$ cat config.mk
export PLATFORM = sky130hd
export DESIGN_NAME = scan_chain_ctrl
export DESIGN_NICKNAME = d
export VERILOG_FILES = /design/src/rtl/scan_pkg.sv /design/src/rtl/scan_tick.sv /design/src/rtl/scan_chain_ctrl.sv
export SDC_FILE = /design/constraint.sdc
export NUM_CORES = 1
export LEC_CHECK = 0
export BUFFER_PORTS_ARGS = -buffer_cell sky130_fd_sc_hd__buf_2
export CORE_MARGIN = 1
export CORE_UTILIZATION = 50
export CTS_CLUSTER_DIAMETER = 120
export CTS_CLUSTER_SIZE = 28
export DETAILED_ROUTE_END_ITERATION = 10
export HOLD_SLACK_MARGIN = 0.12
export PLACE_DENSITY = 0.77
export SLEW_MARGIN = 40
export SYNTH_ARGS = -nofsm -noshare
export SYNTH_HDL_FRONTEND = slang
export SYNTH_SLANG_ARGS = --single-unit
$ cat constraint.sdc
create_clock -name sys_clk -period 2.5 [get_ports sys_clk]
set_input_delay 0.25 -clock sys_clk [delete_from_list [all_inputs] [get_ports sys_clk]]
set_output_delay 0.25 -clock sys_clk [all_outputs]
set_load 0.005 [all_outputs]
$ cat src/rtl/scan_pkg.sv
// Shared definitions for the scan-chain master: FSM state encoding and
// parameter sanity helpers used by scan_chain_ctrl and scan_tick.
// Latency: n/a (package). Backpressure: n/a.
package scan_pkg;

  localparam int ST_W          = 3;
  localparam int CP_DIV_MIN    = 2;
  localparam int CHAIN_LEN_MIN = 2;

  typedef enum logic [ST_W-1:0] {
    ST_IDLE      = 3'd0,
    ST_SHIFT_IN  = 3'd1,
    ST_CAPTURE   = 3'd2,
    ST_SHIFT_OUT = 3'd3,
    ST_FINISH    = 3'd4
  } state_t;

  // A divider of 1 would put cp high every cycle, so te/ti could never
  // move on a cycle with cp low.
  function automatic logic cp_div_ok(input int div);
    return div >= CP_DIV_MIN;
  endfunction

  // The bit counter must be able to hold CHAIN_LEN itself (saturation value).
  function automatic logic cnt_w_ok(input int chain_len, input int cnt_w);
    return (chain_len >= CHAIN_LEN_MIN) && (cnt_w >= $clog2(chain_len + 1));
  endfunction

endpackage

$ cat src/rtl/scan_tick.sv
// Purpose: CP_DIV divider producing a 1-cycle tick every CP_DIV enabled cycles.
// Latency: tick is a decode of the registered count (same cycle as count==CP_DIV-1).
// Backpressure: none; clr holds the count at zero, en freezes it when low.
//
// Ports:
//   sys_clk  in   system clock
//   rst      in   synchronous active-high reset
//   clr      in   synchronous clear of the count (wins over en)
//   en       in   count enable
//   tick     out  high for the single cycle in which the count is CP_DIV-1
module scan_tick
  import scan_pkg::*;
#(
  parameter int CP_DIV = 4
) (
  input  logic sys_clk,
  input  logic rst,
  input  logic clr,
  input  logic en,
  output logic tick
);

  localparam int DW = (CP_DIV > 2) ? $clog2(CP_DIV) : 1;
  localparam logic [DW-1:0] LAST = DW'(CP_DIV - 1);

  logic [DW-1:0] r_cnt;

  if (!cp_div_ok(CP_DIV)) begin : g_bad_div
    $error("scan_tick: CP_DIV must be at least 2");
  end

  always_ff @(posedge sys_clk) begin
    if (rst || clr) begin
      r_cnt <= '0;
    end else if (en) begin
      r_cnt <= (r_cnt == LAST) ? '0 : r_cnt + DW'(1);
    end
  end

  assign tick = en && (r_cnt == LAST);

endmodule

$ cat src/rtl/scan_chain_ctrl.sv
// Purpose: scan-chain master; shift a pattern in, optionally capture once and shift the response out.
// Latency: capture=1 -> (2*CHAIN_LEN+1)*CP_DIV+2 cycles start->done; capture=0 -> CHAIN_LEN*CP_DIV+2.
// Backpressure: none; start is only accepted in IDLE, and is ignored while busy or during done.
//
// Ports:
//   sys_clk   in   system clock (chain flops use cp as an enable on this clock)
//   rst       in   synchronous active-high reset
//   start     in   begin a run (sampled in IDLE only)
//   capture   in   1 = shift-in, capture, shift-out; 0 = shift-in only
//   pattern   in   stimulus, MSB shifted first so it lands in the tail flop
//   busy      out  high from the cycle after start is accepted until done
//   done      out  one-cycle end-of-run pulse
//   response  out  captured chain contents, MSB = tail flop
//   cp        out  chain clock-enable pulse
//   te        out  chain scan-enable (1 = shift, 0 = capture)
//   ti        out  serial data into the chain head
//   so        in   serial data from the chain tail
module scan_chain_ctrl
  import scan_pkg::*;
#(
  parameter int CHAIN_LEN = 32,
  parameter int CP_DIV    = 4,
  parameter int CNT_W     = 6
) (
  input  logic                 sys_clk,
  input  logic                 rst,
  input  logic                 start,
  input  logic                 capture,
  input  logic [CHAIN_LEN-1:0] pattern,
  output logic                 busy,
  output logic                 done,
  output logic [CHAIN_LEN-1:0] response,
  output logic                 cp,
  output logic                 te,
  output logic                 ti,
  input  logic                 so
);

  if (!cnt_w_ok(CHAIN_LEN, CNT_W)) begin : g_bad_cnt
    $error("scan_chain_ctrl: CHAIN_LEN must be >= 2 and CNT_W >= clog2(CHAIN_LEN+1)");
  end

  state_t               r_state;
  logic [CHAIN_LEN-1:0] r_pat;   // bits still to be driven on ti, next one at MSB
  logic [CHAIN_LEN-1:0] r_resp;
  logic [CNT_W-1:0]     r_bit;
  logic                 r_cap;
  logic                 r_te;
  logic                 r_ti;
  logic                 r_busy;
  logic                 r_done;

  logic                 w_tick;
  logic                 w_last_bit;
  logic                 w_leave;
  logic                 w_clr;
  logic                 w_en;
  logic [CNT_W-1:0]     w_bit_inc;

  localparam logic [CNT_W-1:0] BIT_LAST = CNT_W'(CHAIN_LEN - 1);
  localparam logic [CNT_W-1:0] BIT_SAT  = CNT_W'(CHAIN_LEN);

  assign w_last_bit = (r_bit == BIT_LAST);
  assign w_bit_inc  = (r_bit < BIT_SAT) ? r_bit + CNT_W'(1) : r_bit;

  // A pulse that ends a state: the count wraps to zero on that edge anyway,
  // the explicit clear just makes "fresh count on every state entry" obvious.
  assign w_leave = w_tick &&
                   ((r_state == ST_CAPTURE) ||
                    (((r_state == ST_SHIFT_IN) || (r_state == ST_SHIFT_OUT)) && w_last_bit));

  // FINISH is held clear so a short divider can never fire cp during the
  // two-cycle wind-down.
  assign w_clr = (r_state == ST_IDLE) || (r_state == ST_FINISH) || w_leave;
  assign w_en  = (r_state != ST_IDLE);

  scan_tick #(
    .CP_DIV (CP_DIV)
  ) u_tick (
    .sys_clk (sys_clk),
    .rst     (rst),
    .clr     (w_clr),
    .en      (w_en),
    .tick    (w_tick)
  );

  // te/ti only ever update on the edge that closes a pulse cycle (or on
  // start/finish, when cp is low), so they are stable whenever cp is high.
  always_ff @(posedge sys_clk) begin
    if (rst) begin
      r_state <= ST_IDLE;
      r_pat   <= '0;
      r_resp  <= '0;
      r_bit   <= '0;
      r_cap   <= 1'b0;
      r_te    <= 1'b0;
      r_ti    <= 1'b0;
      r_busy  <= 1'b0;
      r_done  <= 1'b0;
    end else begin
      r_done <= 1'b0;
      case (r_state)
        ST_IDLE: begin
          if (start) begin
            r_pat   <= {pattern[CHAIN_LEN-2:0], 1'b0};
            r_cap   <= capture;
            r_te    <= 1'b1;
            r_ti    <= pattern[CHAIN_LEN-1];
            r_busy  <= 1'b1;
            r_bit   <= '0;
            r_state <= ST_SHIFT_IN;
          end
        end

        ST_SHIFT_IN: begin
          if (w_tick) begin
            if (w_last_bit) begin
              r_bit <= '0;
              if (r_cap) begin
                r_te    <= 1'b0;
                r_ti    <= 1'b0;
                r_state <= ST_CAPTURE;
              end else begin
                r_state <= ST_FINISH;
              end
            end else begin
              r_bit <= w_bit_inc;
              r_ti  <= r_pat[CHAIN_LEN-1];
              r_pat <= {r_pat[CHAIN_LEN-2:0], 1'b0};
            end
          end
        end

        ST_CAPTURE: begin
          if (w_tick) begin
            r_te    <= 1'b1;
            r_ti    <= 1'b0;
            r_state <= ST_SHIFT_OUT;
          end
        end

        ST_SHIFT_OUT: begin
          if (w_tick) begin
            // so is the tail flop before this pulse shifts it away.
            r_resp <= {r_resp[CHAIN_LEN-2:0], so};
            if (w_last_bit) begin
              r_bit   <= '0;
              r_state <= ST_FINISH;
            end else begin
              r_bit <= w_bit_inc;
            end
          end
        end

        ST_FINISH: begin
          // Two cycles: the first raises done, the second (done high) returns
          // to IDLE, so a start coinciding with done is not seen in IDLE.
          if (!r_done) begin
            r_te   <= 1'b0;
            r_busy <= 1'b0;
            r_done <= 1'b1;
          end else begin
            r_state <= ST_IDLE;
          end
        end

        default: r_state <= ST_IDLE;
      endcase
    end
  end

  assign cp       = w_tick;
  assign te       = r_te;
  assign ti       = r_ti;
  assign busy     = r_busy;
  assign done     = r_done;
  assign response = r_resp;

endmodule

== After elaboration in Yosys (flattened, before gate mapping) ==
Index checks and enable logic that the tools add are counted.
W data, S select, Z words.
Operators by class
  equal/unequal tests: 19
  $lt $le $gt $ge: 1
  reduce and logical (&&, ||, !) cells: 25
  add/subtract/negate cells: 2
  muxes and demuxes: 33
  bitwise logic cells: 1
Operators with widths (number)
  $mux W32: 3
  $pmux W32 S2: 1
  $mux W3: 8
  $mux W6: 4
  $ne A2 B2 Y1 const B: 10
  $pmux W3 S5: 1
  $reduce_and A7 Y1: 2
  $pmux W6 S2: 1
  $mux W1: 11
  $reduce_and A4 Y1: 2
  $add A6 B1 Y6 const B: 1
  $eq A3 B2 Y1 const B: 2
  $eq A6 B5 Y1 const B: 1
  $lt A6 B6 Y1 const B: 1
  $reduce_bool A2 Y1: 3
  $reduce_bool A3 Y1: 2
  $logic_or A1 B1 Y1: 5
  $reduce_and A5 Y1: 1
  $pmux W1 S4: 1
  $reduce_and A2 Y1: 2
  $reduce_bool A4 Y1: 1
  $reduce_or A2 Y1: 2
  $eq A3 B1 Y1 const B: 1
  $eq A3 B3 Y1 const B: 1
  other kinds (12): 14
Word-level totals
  logic and storage cells: 91
  register bits: 80
  input port bits: 37
  output and inout bits: 37

== Logic depth before layout (Yosys ltp) ==
Gate-level depths: netlist (run 1).
  depth in word-level cells: 7
  depth in mapped cells: 7
  mapped depth without buffers: 5

== By module ==
From an unflattened synthesis (run 1), not the netlist that was laid out.
Second synthesis, totals
  cells, all modules: 383
  area total of the unflattened synthesis: 3483.3 µm²
By module, submodules not included
  scan_chain_ctrl: area each 3382.0 µm², seq. area each 1541.5 µm², instances 1, cells an instance 374
  scan_tick: area each 101.3 µm², seq. area each 40.0 µm², instances 1, cells an instance 9

== Worst setup path before layout (run 1) ==
OpenSTA, ideal clock, no wires.
  path kind: flip-flop to flip-flop
  start point: register u_tick.r_cnt[0]
  end point: register r_pat[29]
  buffers on the path: 2
  stages on the path, launching flop included: 8
  data required time: 2354 ps
  setup slack: 752 ps
  clock period less this slack: 1748 ps
  setup time: 146 ps
  data arrival time: 1602 ps
  cell sequence: dfxtp_1 ha_1 clkbuf_1 nand2_1 a211oi_4 or2_4 buf_6 a211oi_2
Between the ends
  word-level cells in the longest chain between the ends: 4
Ends and longest elaborated chain
  from (decl): RTL line scan_tick.sv:26  | logic [DW-1:0] r_cnt;
  from (signal assigned): RTL line scan_tick.sv:36  | r_cnt <= (r_cnt == LAST) ? '0 : r_cnt + DW'(1);
  $eq A2 B2 Y1: RTL line scan_tick.sv:40  | assign tick = en && (r_cnt == LAST);
  $logic_and A1 B1 Y1: RTL line scan_tick.sv:40
  $ne A2 B2 Y1 (no source line)
  $reduce_and A4 Y1 (no source line)
  to (signal assigned): RTL line scan_chain_ctrl.sv:105  | r_pat <= {pattern[CHAIN_LEN-2:0], 1'b0};
  to (signal assigned): RTL line scan_chain_ctrl.sv:129  | r_pat <= {r_pat[CHAIN_LEN-2:0], 1'b0};
  to (decl): RTL line scan_chain_ctrl.sv:44  | logic [CHAIN_LEN-1:0] r_pat;
No other way between the ends.
A chain may end at the register's enable or synchronous reset.

== Worst setup path in the final report (run 1) ==
  start point: register r_state[0]
  end point: register r_pat[19]
Between the ends
  word-level cells in the longest chain between the ends: 4
  elaborated cells on any way between the ends: 10
  those cells by class: 4 x eq/ne; 1 x mux; 5 x reduce/logical
Ends and longest elaborated chain
  from (decl): RTL line scan_chain_ctrl.sv:43  | state_t r_state;
  from (signal assigned): RTL line scan_chain_ctrl.sv:91  | r_state <= ST_IDLE;
  from (signal assigned): RTL line scan_chain_ctrl.sv:111  | r_state <= ST_SHIFT_IN;
  from (signal assigned): RTL line scan_chain_ctrl.sv:122  | r_state <= ST_CAPTURE;
  $reduce_bool A3 Y1: RTL line scan_chain_ctrl.sv:75  | assign w_en = (r_state != ST_IDLE);
  $logic_and A1 B1 Y1: RTL line scan_tick.sv:40
  $ne A2 B2 Y1 (no source line)
  $reduce_and A4 Y1 (no source line)
Parallel ways exist; a longest one is shown, timed or not.

==> results of run 1 <==
==> worst max-delay path: cells and delay by family, from the launching register on <==
family	cells	cell delay (ns)
AOI/OAI and AO/OA	2	0.42
DFF	1	0.75
and+or+nand+nor	2	0.74
==> layout make-up <==
type / count / share of cell area [%]
sequential: 79 / 36.5
clock buffer: 9 / 2.86
clock inverter: 7 / 2.95
timing repair buffer: 82 / 10.3
multi-input combinational: 289 / 44.0
tap: 99 / 2.86
inverter: 6 / 0.520
==> through the flow <==
step / worst slack, ns / utilization [%]
2_1_floorplan: 0.752 / -
3_3_place_gp: 0.550 / 56.5
3_5_place_dp: 0.441 / 56.5
4_1_cts: 0.430 / 60.0
5_1_grt: 0.257 / 60.0
6_report: 0.440 / 60.0
==> worst max path at each step <==
stage,start,endpoint,slack [ns],cells after the start
final,r_state[0],r_pat[19],0.44,4
after floorplan,u_tick.r_cnt[0],r_pat[29],0.75,7
after detailed placement,r_state[0],r_pat[19],0.44,4
after CTS,r_state[0],r_pat[19],0.43,4
after global routing,r_state[0],r_pat[23],0.26,4
after global placement,r_state[0],r_pat[26],0.55,4
==> per-layer routing <==
metal | wire length [µm] | track usage, % | up-vias
met1 | 3540 | 25.4 | 1440
met4 | 78 | 6.89 | 0
met5 | 0 | 0 | -
met3 | 435 | 5.13 | 7
li1 | - | - | 1567
met2 | 3560 | 34.3 | 78
==> logic make-up after synthesis <==
logic type,count (synthesis),share of synthesized area (%)
adders and majority gates,2,0.673
muxes,31,8.34
DFF,79,42.5
buffers and inverters,40,6.29
AOI/OAI and AO/OA,101,21.2
xor gates and xnor gates,2,0.471
and+or+nand+nor,153,20.5
==> sequential cells by signal, indices dropped and copies added, names as in the netlist <==
signal and count:
busy 1, done 1, r_bit 6, r_cap 1
r_pat 31, r_state 3, response 32, te 1
ti 1, u_tick.r_cnt 2
==> layout by cell type (no fill, tap or decap), types with 5 or more instances in the layout <==
cell and count:
inv_1 6, buf_2 73, nor3_1 35, nand3_1 6
a21oi_1 45, dfxtp_1 79, a211oi_2 31, nor2_1 5
nand2_1 75, clkbuf_8 9, mux2i_1 31, buf_4 8
o21ai_0 8
==> report_power, final <==
part | leakage, nW | switching, mW | internal [mW] | total [mW]
sequential | 0.645 | 0.110 | 1.39 | 1.50
combinational | 0.860 | 0.450 | 0.383 | 0.833
clock | 0.126 | 0.493 | 0.679 | 1.17
==> results.sh, run 1 <==
export IMPL_cp_slowest_cell="dfxtp_1"
export IMPL_syn_area_um2=3720
export IMPL_total_power_mw=3.50
export IMPL_hpwl_mm=5.11
export IMPL_grt_pass1_vias=2819
export IMPL_fp_dieW_um=88.2
export IMPL_critPathMaxFanout=30
export IMPL_cp_required_ns=2.70
export IMPL_synth_area_top_cells="dfxtp_1 43%, a211oi_2 10%, mux2i_1 8.3%"
export IMPL_multiInputGateArea_um2=1910
export IMPL_numCtsBuffers=9
export IMPL_finalCriticalPeriod_ns=2.06
export IMPL_maxCapViolCount=0
export IMPL_antenna_cells=0
export IMPL_postRouteWirelength_mm=7.61
export IMPL_post_cts_setup_buffers=0
export IMPL_synth_flop_cell="dfxtp_1"
export IMPL_rsz0062_at_grt="false"
export IMPL_port_buffers=73
export IMPL_status="finished, final reports clean"
export IMPL_register_area_um2=1580
export IMPL_worst_hold_startpoint="capture"
export IMPL_timing_setup_tns_ns=0
export IMPL_hold_viol=0
export IMPL_placed_cells=555
export IMPL_cp_start_kind="register"
export IMPL_final_nets=506
export IMPL_slew_headroom_pct=54.9
export IMPL_layout_drive_gt1_share_pct=29.9
export IMPL_leakagePower_nw=1.63
export IMPL_syn2layout_area_growth_pct=16.5
export IMPL_cts_root_buffer="clkbuf_8"
export IMPL_place_gp_congestion=0.835
export IMPL_reg2reg_from="r_state[0]"
export IMPL_clock_skew_ns=0.00827
export IMPL_cts_resized=0
export IMPL_fillers=637
export IMPL_drc=0
export IMPL_route_detailed_wl_per_inst_um=13.3
export IMPL_max_freq_ghz=0.485
export IMPL_hold_slack_ns=0.151
export IMPL_antenna_found_initial=0
export IMPL_vias=3092
export IMPL_finalSetupViolCount=0
export IMPL_dpl_cell_area_um2=4080
export IMPL_path_clk_slew_ns=0.08
export IMPL_hp_class="in2reg"
export IMPL_peakVddDrop_mv=0.419
export IMPL_clock_path_buffers=2
export IMPL_grt_overflow_total=0
export IMPL_critPathMaxStageDelay_ns=0.75
export IMPL_syn_mean_instance_area_um2=9.11
export IMPL_drtIter0Drc=92
export IMPL_viasPerCell=5.42
export IMPL_synth_top_cells_by_count="79 x dfxtp_1, 75 x nand2_1, 45 x a21oi_1"
export IMPL_ys_types=47
export IMPL_final_area_um2=4330
export IMPL_core_um2=7210
export IMPL_io_pins=74
export IMPL_stdcell_count=571
export IMPL_num_rows=31
export IMPL_worstHoldPathCells=3
export IMPL_cts_sinks=79
export IMPL_worstRegToRegCells=4
export IMPL_antenna_left=0
export IMPL_hold_end="r_cap"
export IMPL_worst_pin_slew_ns=0.676
export IMPL_cts_htree_levels=3
export IMPL_die_h_um=88.2
export IMPL_die_area_um2=7790
export IMPL_yosysWarnings=0
export IMPL_cp_arrival_ns=2.26
export IMPL_first_pass_iters=4
export IMPL_synth_edf_count=0
export IMPL_cts_tree="yes"
export IMPL_synth_seq_area_share_pct=42.5
export IMPL_ys_ff_latch=79
export IMPL_insertion_delay_ns=0.34
export IMPL_synthArstFlopShare_pct=0
export IMPL_grt_usage_pct=20.3
export IMPL_crit_path_cell_trace="nand2_1, a211oi_4, or2_4, a211oi_2"
export IMPL_cts_hold_buf=0
export IMPL_grt_max_degree=33
export IMPL_yosys_area_top_type_share_pct=42.5
export IMPL_p_per_area_nw_per_um2=809
export IMPL_end_kind="register"
export IMPL_syn_nets=447
export IMPL_ff2ff_setup_slack_ns=0.44
export IMPL_min_period_over_period_pct=82.4
export IMPL_synth_area_leader_cell="dfxtp_1"
export IMPL_synth_most_common_cell="dfxtp_1"
export IMPL_criticalPathCategory="reg2reg"
export IMPL_initial_core_util_pct=51.5
export IMPL_synthCells=408
export IMPL_grt_pass1_wl_mm=12.5
export IMPL_slew_violations=0
export IMPL_reg2reg_to="r_pat[19]"
Note: power is estimated with default switching activity, not from simulation.
==> run 2: changes to the inputs <==
==> constraint.sdc (replaced) <==
create_clock -name sys_clk -period 1.9 [get_ports sys_clk]
set_input_delay 0.19 -clock sys_clk [delete_from_list [all_inputs] [get_ports sys_clk]]
set_output_delay 0.19 -clock sys_clk [all_outputs]
set_load 0.005 [all_outputs]
==> results.sh, run 2 (same netlist as run 1, synthesis figures left out) <==
export IMPL_cp_slowest_cell="dfxtp_1"
export IMPL_fillers=651
export IMPL_worstRegToRegCells=6
export IMPL_layout_drive_gt1_share_pct=31.3
export IMPL_grt_usage_pct=21.0
export IMPL_stdcell_count=584
export IMPL_end_kind="register"
export IMPL_crit_path_cell_trace="ha_1, and3_2, a211oi_4, buf_6, nor3_1, a211oi_2"
export IMPL_max_freq_ghz=0.560
export IMPL_cp_start_kind="register"
export IMPL_port_buffers=73
export IMPL_pwr_share_comb_pct=28.0
export IMPL_timing_setup_tns_ns=0
export IMPL_largest_reg_flops=32
export IMPL_swShare_pct=33.0
export IMPL_postRouteWirelength_mm=7.92
export IMPL_num_rows=31
export IMPL_ff2ff_setup_slack_ns=0.11
export IMPL_path_clk_slew_ns=0.09
export IMPL_antenna_cells=0
export IMPL_hold_viol=0
export IMPL_finalCriticalPeriod_ns=1.79
export IMPL_cts_htree_levels=3
export IMPL_vias=3123
export IMPL_maxCapViolCount=0
export IMPL_first_pass_iters=4
export IMPL_grt_max_degree=33
export IMPL_cts_sinks=79
export IMPL_fp_dieW_um=88.2
export IMPL_antenna_found_initial=0
export IMPL_insertion_delay_ns=0.35
export IMPL_syn2layout_area_growth_pct=18.3
export IMPL_layout_common_cells="79 x dfxtp_1, 75 x nand2_1, 73 x buf_2"
export IMPL_clkPwrFrac_pct=26.7
export IMPL_post_cts_setup_buffers=0
export IMPL_final_core_util_pct=61.0
export IMPL_place_gp_congestion=0.867
export IMPL_grt_overflow_total=0
export IMPL_leakagePower_nw=1.66
export IMPL_cts_root_buffer="clkbuf_8"
export IMPL_slew_headroom_pct=61.4
export IMPL_total_power_mw=4.27
export IMPL_initial_core_util_pct=51.5
export IMPL_drtIter0Drc=100
export IMPL_drc=0
export IMPL_grt_pass1_vias=2992
export IMPL_rsz0062_at_grt="false"
export IMPL_hp_class="in2reg"
export IMPL_clock_skew_ns=0.00810
export IMPL_die_h_um=88.2
export IMPL_seqPwrFrac_pct=45.3
export IMPL_numCtsBuffers=9
export IMPL_final_common_cell="dfxtp_1"
export IMPL_p_int_mw=2.86
export IMPL_cts_tree="yes"
export IMPL_hpwl_mm=5.27
export IMPL_placed_cells=564
export IMPL_p_per_area_nw_per_um2=971
export IMPL_peakVddDrop_mv=0.445
export IMPL_cp_arrival_ns=2.05
export IMPL_worstHoldPathCells=3
export IMPL_critPathMaxFanout=31
export IMPL_final_nets=519
export IMPL_viasPerCell=5.35
export IMPL_grt_pass1_wl_mm=12.9
export IMPL_critPathMaxStageDelay_ns=0.34
export IMPL_switchingPower_mw=1.41
export IMPL_clock_path_buffers=2
export IMPL_route_detailed_wl_per_inst_um=13.6
export IMPL_cp_required_ns=2.17
export IMPL_io_pins=74
export IMPL_min_period_over_period_pct=94.0
export IMPL_die_area_um2=7790
export IMPL_status="finished, final reports clean"
export IMPL_worst_pin_slew_ns=0.580
export IMPL_slew_violations=0
export IMPL_core_um2=7210
export IMPL_antenna_left=0
export IMPL_criticalPathCategory="reg2reg"
export IMPL_finalSetupViolCount=0
[run 2: stage by stage]
stage | hold slack [ns] | setup WS (ns) | cell area [µm²]
global route | 0.215 | 0.00466 | 4400
floorplan | 0.326 | 0.152 | 3720
global placement | 0.431 | 0.164 | 4170
detailed placement | 0.441 | 0.106 | 4170
CTS | 0.196 | 0.0797 | 4380
finish | 0.210 | 0.114 | 4400
[run 2: power by group through the flow]
| stage | Combinational [mW] | Sequential [mW] | Clock [mW] |
|---|---|---|---|
| 2_1_floorplan | 1.00 | 1.94 | 0 |
| 6_report | 1.20 | 1.94 | 1.14 |
| 5_1_grt | 1.32 | 1.96 | 1.22 |
| 3_5_place_dp | 1.18 | 1.97 | 0 |
| 3_3_place_gp | 1.14 | 1.97 | 0 |
| 4_1_cts | 1.19 | 1.94 | 1.17 |
[run 2: timing repair]
item | 4_1_cts | 5_1_grt
endpoints found under the hold margin | 3 | 0
gates resized for setup | 0 | 3
hold buffers | 3 | 0
endpoints found under the setup margin | 0 | 5
[run 2: final timing paths]
check / endpoint / startpoint
worst max-delay path: r_pat[9] / r_bit[0]
worst min-delay path: r_pat[5] / pattern[4]
worst max register to register: r_pat[9] / r_bit[0]
worst min register to register: response[10] / response[9]
[run 2: critical path: cells and delay by family (launching register included)]
family                   cells  cell delay [ns]
AO/OA/AOI/OAI                2             0.49
AND/OR/NAND/NOR              2             0.36
flip-flops                   1             0.34
adder cells (fa/ha/maj)      1             0.23
buffers and inverters        1             0.29
[run 2: layout make-up]
class | count | area [µm²] | share of cell area, %
clock inverter | 7 | 57.6 | 1.31
clock buffer | 9 | 124 | 2.81
tap | 99 | 124 | 2.81
multi-input combinational | 290 | 1920 | 43.6
inverter | 6 | 22.5 | 0.512
timing repair buffer | 94 | 572 | 13.0
sequential | 79 | 1580 | 35.9
[run 2: metal layers]
layer / wire length, µm / up-vias / global-route usage, %
li1: - / 1588 / -
met1: 3670 / 1439 / 24.6
met2: 3720 / 81 / 36.8
met3: 396 / 15 / 5.13
met4: 137 / 0 / 8.36
met5: 0 / - / 0
